===== src/rtl/float_round_pkg.sv =====
// Shared types and constants for the binary32 rounding/packing stage.
// Rounding-mode encoding, fflags bit positions and the stage-1 payload.
package float_round_pkg;

  typedef enum logic [2:0] {
    RM_RNE = 3'b000,
    RM_RTZ = 3'b001,
    RM_RDN = 3'b010,
    RM_RUP = 3'b011,
    RM_RMM = 3'b100
  } rm_e;

  localparam int FLAG_NX = 0;
  localparam int FLAG_UF = 1;
  localparam int FLAG_OF = 2;
  localparam int FLAG_DZ = 3;
  localparam int FLAG_NV = 4;
  localparam int FLAGS_W = 5;

  localparam int          BIAS      = 127;
  localparam int          EXP_MAX   = 255;
  localparam logic [31:0] CANON_NAN = 32'h7FC0_0000;

  typedef struct packed {
    logic [23:0]        man;
    logic               r;
    logic               s;
    logic signed [10:0] e;
    logic               sgn;
    rm_e                rm;
    logic               skip;
    logic               iv;
    logic               dz;
    logic               tiny;
  } s1_t;

  // Reserved encodings 101..111 behave as round-to-nearest-even.
  function automatic rm_e decode_rm(input logic [2:0] rm);
    case (rm)
      3'b000:  return RM_RNE;
      3'b001:  return RM_RTZ;
      3'b010:  return RM_RDN;
      3'b011:  return RM_RUP;
      3'b100:  return RM_RMM;
      default: return RM_RNE;
    endcase
  endfunction

endpackage


===== src/rtl/float_round_if.sv =====
// Handshake and data bundle between the arithmetic units, the rounder and
// the downstream consumer. master = upstream/downstream side, slave = rounder.
interface float_round_if;
  import float_round_pkg::*;

  logic               valid_in;
  logic               ready_out;
  logic               valid_out;
  logic               ready_in;
  logic [23:0]        man_in;
  logic [9:0]         exp_in;
  logic               sgn_in;
  logic               round_bit;
  logic               sticky_bit;
  logic               skip_round;
  logic               IV;
  logic               DZ;
  logic [2:0]         rm;
  logic [31:0]        float_out;
  logic [FLAGS_W-1:0] fflags;

  modport master (
    output valid_in, ready_in, man_in, exp_in, sgn_in, round_bit, sticky_bit,
           skip_round, IV, DZ, rm,
    input  ready_out, valid_out, float_out, fflags
  );

  modport slave (
    input  valid_in, ready_in, man_in, exp_in, sgn_in, round_bit, sticky_bit,
           skip_round, IV, DZ, rm,
    output ready_out, valid_out, float_out, fflags
  );

endinterface


===== src/rtl/float_round_denorm.sv =====
// float_denorm: combinational right shifter that folds every bit shifted out
// into the LSB (sticky). Used only when FLOAT_ROUND_SUBNORMAL_EN is defined.
module float_denorm (
  input  logic [25:0] data_in,
  input  logic [4:0]  shamt,
  output logic [25:0] data_out
);

  logic [25:0] shifted;
  logic        lost;

  always_comb begin
    shifted = data_in >> shamt;
    lost    = 1'b0;
    for (int i = 0; i < 26; i++) begin
      if (i < 32'(shamt)) lost = lost | data_in[i];
    end
    data_out = {shifted[25:1], shifted[0] | lost};
  end

endmodule


===== src/rtl/float_round.sv =====
// Final IEEE-754 binary32 round-and-pack stage with RISC-V fflags, 2-stage
// valid/ready pipeline. FLOAT_ROUND_SUBNORMAL_EN enables gradual underflow.
module float_round
  import float_round_pkg::*;
(
  input  logic         clk,
  input  logic         reset,
  input  logic         flush,
  float_round_if.slave bus
);

  function automatic logic round_inc(input rm_e rm, input logic sgn,
                                     input logic lsb, input logic r,
                                     input logic s);
    case (rm)
      RM_RNE:  return r & (s | lsb);
      RM_RTZ:  return 1'b0;
      RM_RDN:  return sgn & (r | s);
      RM_RUP:  return !sgn & (r | s);
      RM_RMM:  return r;
      default: return r & (s | lsb);
    endcase
  endfunction

  // Directed modes that round away from the overflowing side saturate.
  function automatic logic ovf_to_max(input rm_e rm, input logic sgn);
    return (rm == RM_RTZ) || (rm == RM_RDN && !sgn) || (rm == RM_RUP && sgn);
  endfunction

  logic               adv;
  logic               vld_p1;
  logic               vld_p2;
  s1_t                s1_d;
  s1_t                s1_p1;
  logic signed [10:0] e_bias;
  logic               tiny_in;
  logic [31:0]        float_d;
  logic [31:0]        float_p2;
  logic [FLAGS_W-1:0] flags_d;
  logic [FLAGS_W-1:0] flags_p2;

  assign adv           = !vld_p2 || bus.ready_in;
  assign bus.ready_out = adv;
  assign bus.valid_out = vld_p2;
  assign bus.float_out = float_p2;
  assign bus.fflags    = flags_p2;

  // ---- stage 1: bias and denormalize ----
  always_comb begin
    e_bias  = $signed({bus.exp_in[9], bus.exp_in}) + $signed(11'(BIAS));
    tiny_in = !bus.skip_round && (e_bias <= 11'sd0);
  end

`ifdef FLOAT_ROUND_SUBNORMAL_EN
  logic [10:0] sh_full;
  logic [4:0]  shamt;
  logic [25:0] dn_out;

  always_comb begin
    sh_full = 11'sd1 - e_bias;
    shamt   = (sh_full > 11'd26) ? 5'd26 : sh_full[4:0];
  end

  float_denorm u_denorm (
    .data_in  ({bus.man_in, bus.round_bit, bus.sticky_bit}),
    .shamt    (shamt),
    .data_out (dn_out)
  );
`endif

  always_comb begin
    s1_d.man  = bus.man_in;
    s1_d.r    = bus.round_bit;
    s1_d.s    = bus.sticky_bit;
    s1_d.e    = e_bias;
    s1_d.sgn  = bus.sgn_in;
    s1_d.rm   = decode_rm(bus.rm);
    s1_d.skip = bus.skip_round;
    s1_d.iv   = bus.IV;
    s1_d.dz   = bus.DZ;
    s1_d.tiny = 1'b0;
    if (bus.skip_round) begin
      // Specials keep the raw 8-bit exponent field for verbatim packing.
      s1_d.e = {3'b000, bus.exp_in[7:0]};
    end else if (tiny_in) begin
`ifdef FLOAT_ROUND_SUBNORMAL_EN
      {s1_d.man, s1_d.r, s1_d.s} = dn_out;
`endif
      s1_d.e    = '0;
      s1_d.tiny = 1'b1;
    end
  end

  // ---- stage 2: round, handle carry/overflow, pack ----
  logic               inc;
  logic [24:0]        m25;
  logic [23:0]        mant;
  logic signed [10:0] e_adj;
  logic [7:0]         exp_field;
  logic               inexact;
  logic               ovf;

  always_comb begin
    inc       = round_inc(s1_p1.rm, s1_p1.sgn, s1_p1.man[0], s1_p1.r, s1_p1.s);
    m25       = {1'b0, s1_p1.man} + {24'd0, inc};
    mant      = m25[24] ? m25[24:1] : m25[23:0];
    e_adj     = s1_p1.e + (m25[24] ? 11'sd1 : 11'sd0);
    inexact   = s1_p1.r | s1_p1.s;
    ovf       = (e_adj >= $signed(11'(EXP_MAX)));
    // A subnormal that rounds up to the hidden bit becomes the smallest normal.
    exp_field = !mant[23] ? 8'd0 : ((e_adj == 11'sd0) ? 8'd1 : e_adj[7:0]);

    flags_d          = '0;
    flags_d[FLAG_NV] = s1_p1.iv;
    flags_d[FLAG_DZ] = s1_p1.dz;

    if (s1_p1.skip) begin
      float_d = {s1_p1.sgn, s1_p1.e[7:0], s1_p1.man[22:0]};
`ifndef FLOAT_ROUND_SUBNORMAL_EN
    end else if (s1_p1.tiny) begin
      float_d          = {s1_p1.sgn, 31'd0};
      flags_d[FLAG_UF] = 1'b1;
      flags_d[FLAG_NX] = 1'b1;
`endif
    end else if (ovf) begin
      float_d = ovf_to_max(s1_p1.rm, s1_p1.sgn) ? {s1_p1.sgn, 8'hFE, 23'h7F_FFFF}
                                                : {s1_p1.sgn, 8'hFF, 23'h00_0000};
      flags_d[FLAG_OF] = 1'b1;
      flags_d[FLAG_NX] = 1'b1;
    end else begin
      float_d          = {s1_p1.sgn, exp_field, mant[22:0]};
      flags_d[FLAG_NX] = inexact;
      flags_d[FLAG_UF] = s1_p1.tiny & inexact;
    end
  end

  // ---- pipeline registers: both stages advance together ----
  always_ff @(posedge clk or posedge reset) begin
    if (reset) begin
      vld_p1   <= 1'b0;
      s1_p1    <= '0;
      vld_p2   <= 1'b0;
      float_p2 <= '0;
      flags_p2 <= '0;
    end else if (flush) begin
      vld_p1   <= 1'b0;
      s1_p1    <= '0;
      vld_p2   <= 1'b0;
      float_p2 <= '0;
      flags_p2 <= '0;
    end else if (adv) begin
      vld_p1   <= bus.valid_in;
      s1_p1    <= s1_d;
      vld_p2   <= vld_p1;
      float_p2 <= float_d;
      flags_p2 <= flags_d;
    end
  end

endmodule


===== src/flat_wrapper.sv =====
// flat-port wrapper written by rule: the top's interface ports become plain ports
module float_round_flat import float_round_pkg::*;
  (clk, reset, flush, bus_valid_in, bus_ready_in, bus_man_in, bus_exp_in, bus_sgn_in, bus_round_bit, bus_sticky_bit, bus_skip_round, bus_IV, bus_DZ, bus_rm, bus_ready_out, bus_valid_out, bus_float_out, bus_fflags);
  float_round_if bus_i ();
  input  logic clk;
  input  logic reset;
  input  logic flush;
  input wire logic [$bits(bus_i.valid_in)-1:0] bus_valid_in;
  input wire logic [$bits(bus_i.ready_in)-1:0] bus_ready_in;
  input wire logic [$bits(bus_i.man_in)-1:0] bus_man_in;
  input wire logic [$bits(bus_i.exp_in)-1:0] bus_exp_in;
  input wire logic [$bits(bus_i.sgn_in)-1:0] bus_sgn_in;
  input wire logic [$bits(bus_i.round_bit)-1:0] bus_round_bit;
  input wire logic [$bits(bus_i.sticky_bit)-1:0] bus_sticky_bit;
  input wire logic [$bits(bus_i.skip_round)-1:0] bus_skip_round;
  input wire logic [$bits(bus_i.IV)-1:0] bus_IV;
  input wire logic [$bits(bus_i.DZ)-1:0] bus_DZ;
  input wire logic [$bits(bus_i.rm)-1:0] bus_rm;
  output wire logic [$bits(bus_i.ready_out)-1:0] bus_ready_out;
  output wire logic [$bits(bus_i.valid_out)-1:0] bus_valid_out;
  output wire logic [$bits(bus_i.float_out)-1:0] bus_float_out;
  output wire logic [$bits(bus_i.fflags)-1:0] bus_fflags;
  assign bus_i.valid_in = bus_valid_in;
  assign bus_i.ready_in = bus_ready_in;
  assign bus_i.man_in = bus_man_in;
  assign bus_i.exp_in = bus_exp_in;
  assign bus_i.sgn_in = bus_sgn_in;
  assign bus_i.round_bit = bus_round_bit;
  assign bus_i.sticky_bit = bus_sticky_bit;
  assign bus_i.skip_round = bus_skip_round;
  assign bus_i.IV = bus_IV;
  assign bus_i.DZ = bus_DZ;
  assign bus_i.rm = bus_rm;
  assign bus_ready_out = bus_i.ready_out;
  assign bus_valid_out = bus_i.valid_out;
  assign bus_float_out = bus_i.float_out;
  assign bus_fflags = bus_i.fflags;
  float_round u_core (.clk(clk), .reset(reset), .flush(flush), .bus(bus_i));
endmodule

===== config.mk =====
export PLATFORM = sky130hd
export DESIGN_NAME = float_round_flat
export DESIGN_NICKNAME = d
export VERILOG_FILES = /design/src/rtl/float_round_pkg.sv /design/src/rtl/float_round_if.sv /design/src/rtl/float_round_denorm.sv /design/src/rtl/float_round.sv /design/src/flat_wrapper.sv
export SDC_FILE = /design/constraint.sdc
export NUM_CORES = 1
export LEC_CHECK = 0
export CAP_MARGIN = 20
export CORE_MARGIN = 1.5
export CORE_UTILIZATION = 30
export CTS_CLUSTER_DIAMETER = 30
export DETAILED_ROUTE_END_ITERATION = 8
export HOLD_SLACK_MARGIN = 0.15
export PLACE_DENSITY_LB_ADDON = 0.3
export RECOVER_POWER = 25
export SLEW_MARGIN = 20
export SYNTH_ARGS = -nofsm -noshare
export SYNTH_HDL_FRONTEND = slang
export SYNTH_SLANG_ARGS = --single-unit
export TNS_END_PERCENT = 50

===== constraint.sdc =====
create_clock -name clk -period 6.14 [get_ports clk]
set_clock_uncertainty 0.2 [all_clocks]
set_input_delay 0.614 -clock clk [delete_from_list [all_inputs] [get_ports clk]]
set_output_delay 0.614 -clock clk [all_outputs]
set_load 0.01 [all_outputs]

### After elaboration in Yosys (flattened, before gate mapping)

Cells that the tools add are included.

| operators by class | value |
|---|---|
| bitwise operators | 6 |
| multiplexer cells | 30 |
| reduce and logical (&&, ||, !) cells | 11 |
| add/sub/neg operators | 3 |
| $lt $le $gt $ge | 2 |
| equal/unequal tests | 8 |

Operators by type and width:

| cell | count |
|---|---|
| 31-bit 2-to-1 mux | 3 |
| 45-bit 2-to-1 mux | 2 |
| 32-bit 2-to-1 mux | 2 |
| 24-bit 2-to-1 mux | 2 |
| 24-bit by 1-bit adder with 25-bit output | 1 |
| 11-bit 2-to-1 mux | 2 |
| 8-bit 2-to-1 mux | 2 |
| 3-bit by 2-bit equality test with 1-bit output (second input constant) | 4 |
| 3-bit case mux with 4 select lines | 1 |
| 10-bit by 8-bit adder with 11-bit output (second input constant) | 1 |
| 11-bit adder | 1 |
| 11-bit by 9-bit greater-or-equal comparator with 1-bit output (second input constant) | 1 |
| 11-bit by 1-bit <= comparator with 1-bit output (second input constant) | 1 |
| 11-bit zero test | 1 |
| 1-bit 2-to-1 mux | 11 |
| 5-bit 2-to-1 mux | 2 |
| 3-bit by 1-bit equality test with 1-bit output (second input constant) | 2 |
| 3-bit equality test (second input constant) | 2 |
| 1-bit AND | 4 |
| 1-bit case mux with 4 select lines | 1 |
| 1-bit logical AND | 3 |
| 1-bit zero test | 3 |
| 1-bit logical OR | 3 |
| 3-bit 2-to-1 mux | 1 |
| 3 further kinds | 4 |

| word-level totals | value |
|---|---|
| word-level logic and storage cells | 74 |
| flip-flop bits (word level) | 84 |
| input port bits | 48 |
| output and inout port bits | 39 |

### Longest topological paths before layout

| depth | value |
|---|---|
| word-level depth | 14 |
| mapped depth | 22 |
| mapped depth without buffers | 19 |

### Worst setup path before layout

Ideal clock, no wire load.

| timing path | value |
|---|---|
| path type | register -> register |
| from | register u_core.s1_p1[5] (netlist bit) |
| to | register u_core.float_p2[2], in the netlist u_core.bus.float_out[2] |
| clock period less this slack | 4.625 ns |
| arrival time | 4.299 ns |
| setup time | 0.126 ns |
| path slack | 1.515 ns |
| path buffers | 2 |
| required time | 5.814 ns |
| stages on the path, launching flop included | 21 |
| cells stage by stage | dfrtp_1 > clkbuf_1 > and3_1 > ha_1 > a31oi_1 > a21boi_0 > a41o_1 > ha_1 > ha_1 > and3_1 > and3_1 > and4_1 > buf_2 > ha_1 > nand4_1 > nor3_1 > xnor2_1 > nor3b_2 > a21bo_1 > o21bai_1 > a221o_1 |

| between the ends | value |
|---|---|
| longest elaborated chain between the ends | 11 |
| elaborated cells on any way between the ends | 20 |
| those cells by class | add/sub (2); order compare (1); eq/ne (4); mux (9); reduce/logical (4) |

Ends and longest elaborated chain:

| item | RTL line | source |
|---|---|---|
| start: declaration | float_round.sv:34 | `s1_t s1_p1;` |
| start signal: assignment | float_round.sv:141 | `s1_p1 <= '0;` |
| start signal: assignment | float_round.sv:147 | `s1_p1 <= '0;` |
| start signal: assignment | float_round.sv:153 | `s1_p1 <= s1_d;` |
| 3-bit equality test (tied with other cells) | float_round.sv:15 | `case (rm)` |
| 1-bit case mux with 4 select lines | float_round.sv:15 |  |
| 24-bit by 1-bit adder with 25-bit output | float_round.sv:105 | `m25 = {1'b0, s1_p1.man} + {24'd0, inc};` |
| 1-bit 2-to-1 mux | float_round.sv:107 | `e_adj = s1_p1.e + (m25[24] ? 11'sd1 : 11'sd0);` |
| 11-bit adder | float_round.sv:107 |  |
| 11-bit by 9-bit greater-or-equal comparator with 1-bit output | float_round.sv:109 | `ovf = (e_adj >= $signed(11'(EXP_MAX)));` |
| 31-bit 2-to-1 mux (*) | float_round.sv:125 | `end else if (ovf) begin` |
| 31-bit 2-to-1 mux (*) | float_round.sv:120 | `end else if (s1_p1.tiny) begin` |
| 31-bit 2-to-1 mux (*) | float_round.sv:117 | `if (s1_p1.skip) begin` |
| 32-bit 2-to-1 mux (*) | float_round.sv:151 | `end else if (adv) begin` |
| 32-bit 2-to-1 mux (*) | float_round.sv:145 | `end else if (flush) begin` |
| end signal: assignment | float_round.sv:155 | `float_p2 <= float_d;` |
| end: declaration | float_round.sv:38 | `logic [31:0] float_p2;` |

Every way passes the cells marked *; elsewhere a longest branch is shown, timed or not. The select of a mux whose other input is x is not followed.
A chain may end at the register's enable or synchronous reset.

### Worst setup path after layout

Ends and elaborated chain as after synthesis.

==> key figures <==
Min path
  – HP Class: flop to flop

STA
  – Hold_ws: 318 ps
  – Final setup fails: 0
  – FMAX: 182 MHz
  – Post-layout minimum cycle time: 5480 ps
  – Relative slew margins: -160%
  – Period utilisation layout: 89.2%
  – Endpoints failing hold: 0
  – Fin. max-slew vios: 85
  – RSZ-0062 raised after global routing: no
  – Slew @ Worst Pin: 3900 ps
  – Final setup TNS: 0 ps

Place
  – Final GP Congestion: 0.861
  – Port-buffer cells: 86
  – DP Wirelength: 9970 um

Synth
  – FF+latch count, synth: 84
  – Synth Flop Type: dfrtp_1
  – Avg Synthesized Cell Area: 8.28 um2
  – Sequential area share after synthesis: 41.9%
  – Post-synth EDFFs: 0
  – Synth cell types: 67
  – Top cells by area, synth: dfrtp_1 (42%), nand2_1 (7.8%), a21oi_1 (6.7%)
  – Yosys top cell by area: dfrtp_1
  – Syn Inst Count: 605
  – Share of the synthesized area in the top cell type: 41.9%
  – Post-Syn Area: 5010 um2
  – Synthesized Nets: 660
  – Async SR Flop Fraction: 100%
  – Yosys warning total: 0

CTS
  – CTS sink count: 84
  – Max clock buf depth: 2
  – Clock-pin transition on the worst setup and hold timing paths: 60 ps
  – CTS buffer count: 9
  – TritonCTS clock tree: built
  – Clock Latency Late Sink: 350 ps
  – Root Buffer: clkbuf_16
  – # resized after CTS: 0
  – Number of hold buffers added after CTS: 0
  – Postcts setup bufs: 0
  – H-tree depth: 3

Routing
  – Final wirelength: 14500 um
  – Drt pass-1 iters: 4
  – Iteration-0 DRC Markers: 279
  – # DRC: 0
  – Wire length per cell: 16.3 um
  – Vias per inst: 5.34
  – Post-DRT Antenna Nets: 0
  – Via count: 4734

Power and ir drop
  – Share of power burned in registers: 46.6%
  – Power Dens Cells: 219 nW/um2
  – Internal: 978 uW
  – Worst VDD drop: 121 uV
  – Leakage: 0.00249 uW
  – Switching Share: 28.7%
  – Clock power frac: 36.0%
  – Combinational Power Share: 17.4%
  – Net switching power: 394 uW

GRT
  – Remaining Overflow, GRT: 0
  – Initial antenna violation count: 0
  – Met1 usage: 22.6%
  – First-pass GRT wire length: 24100 um
  – Met3 GRT Util: 3.84%
  – Met2 usage: 27.0%
  – Largest net degree at the start of global routing: 85
  – Top Usage Layer GRT: met2
  – GRT Total Usage: 17.2%
  – Vias in the first global route: 4627

Layout
  – Most frequent cells in the layout: nand2_1 (104), clkdlybuf4s50_1 (84), dfrtp_1 (84), a21oi_1 (67), nor2_1 (49)
  – Layout area overhead: 24.8%
  – Layout cells sized above 1: 5.41%
  – Layout Nets: 717
  – Commonest non-fill, non-tap cell in the layout: nand2_1
  – Antenna cells: 0

Status
  – Failing checks: max-capacitance violations, max-slew violations
  – Status: complete, but fails checks

Worst setup path
  – Most used cell, CP: ha_1
  – Crit start category: flop
  – Worst-path maximum fanout: 17
  – Slowest CP cell: a21bo_1
  – CP endpoint kind: flop
  – Setup CP Type: flop to flop
  – Critical Path Max Stage Delay: 490 ps
  – WP data arrival: 5510 ps
  – Worst-path cell chain: and3_1, ha_1, a31oi_1, a21boi_0, a41o_1, ha_1, ha_1, and3_1, and3_1, and4_1, ha_1, nand4_1, nor3_1, xnor2_1, nor3b_2, a21bo_1, o21bai_1, a221o_1
  – WP data required: 6170 ps

Floorplan
  – Core footprint: 16500 um2
  – Die Ht: 132 um
  – Starting Density: 30.4%
  – Die width: 132 um
  – Total die area: 17500 um2
  – I/O pins: 87
  – Site Rows: 47

Job
  – Max-Cap Viols: 1
==> cells by family (layout without fill, tap and decap cells) <==
logic type	Yosys count	count (layout)	synth area share (%)
xor+xnor	22	22	3.84
simple gates	257	257	24.5
mux	6	6	1.25
compound gates	174	174	21.9
flops	84	84	41.9
buf+inv	54	115	4.64
fa+ha+maj	8	8	1.95
==> power groups by stage <==
stage	Sequential, uW	Combinational (uW)	Clock (uW)
floorplan	634	136	0
global placement	647	237	0
detailed placement	648	240	0
CTS	638	241	506
global route	645	264	532
finish	639	238	494
==> area by class of cell <==
| class | instances | area [um2] |
|---|---|---|
| well taps | 220 | 275 |
| clock inverters | 4 | 27.5 |
| fillers | 1702 | 10200 |
| multi-input cells | 467 | 2690 |
| clock buffers | 11 | 233 |
| repair buffers | 92 | 903 |
| flip-flops and latches | 84 | 2100 |
| inverters | 8 | 31.3 |
==> worst paths after layout <==
path	startpoint	to	slack (ps)	cells after the start
hold / removal	u_core.vld_p1$_DFFE_PP0P_	u_core.bus.valid_out$_DFFE_PP0P_	320	2
max in group asynchronous	reset	u_core.bus.float_out[28]$_DFFE_PP0P_	1290	3
hold reg to reg	u_core.vld_p1$_DFFE_PP0P_	u_core.bus.valid_out$_DFFE_PP0P_	320	2
setup reg to reg	u_core.s1_p1[5]$_DFFE_PP0P_	u_core.bus.float_out[2]$_DFFE_PP0P_	660	18
min in group asynchronous	reset	u_core.s1_p1[9]$_DFFE_PP0P_	2240	3
setup / recovery	u_core.s1_p1[5]$_DFFE_PP0P_	u_core.bus.float_out[2]$_DFFE_PP0P_	660	18
==> critical path, delay by kind of cell, from the launching register on <==
kind	cells	cell delay, ps
compound gates	6	1340
fa+ha+maj	4	990
simple gates	7	2110
xor+xnor	1	260
flops	1	440
==> metrics by stage <==
| step | utilization (%) | cell area [um2] | power [uW] | cells | setup WS, ps |
|---|---|---|---|---|---|
| CTS | 38.0 | 6250 | 1390 | 886 | 661 |
| finish | 38.0 | 6260 | 1370 | 886 | 660 |
| global route | 38.0 | 6260 | 1440 | 886 | 290 |
| detailed placement | 36.4 | 5990 | 888 | 871 | 729 |
| global placement | 36.4 | 5990 | 884 | 871 | 967 |
| floorplan | - | 5010 | 770 | 605 | 1510 |
==> state kept, by name, indices dropped and copies added, names as in the netlist <==
| name | count |
|---|---|
| u_core.vld_p1 | 1 |
| u_core.flags_d | 2 |
| u_core.bus.float_out | 32 |
| u_core.bus.valid_out | 1 |
| u_core.s1_p1 | 43 |
| u_core.bus.fflags | 5 |
==> per-layer routing <==
layer  vias to the layer above  wire length, um  share of wire [%]
met2                       132             6550                 45
li1                       2270                -                  -
met1                      2299             6780                 47
met4                         0              471                3.3
met5                         -                0                  0
met3                        33              672                4.6
==> cell usage after synthesis, drive strengths merged, types with 3 or more instances <==
library cell and instances:
a31oi 8, nor2b 7, a21oi 69, and2 4, o21a 5, o21ai 34
nand3b 4, nand2 104, mux2i 4, clkbuf 30, nand2b 4, a211oi 8
and4 3, buf 16, nor4 6, o211ai 4, inv 8, nor3 14
nand4 9, ha 7, and3 10, a22oi 15, dfrtp 84, o21bai 3
nand3 26, nor2 49, xnor2 14, xor2 8, o22ai 3, nor3b 3
or3 4, or2 3
Note: power is estimated with default switching activity, not from simulation.
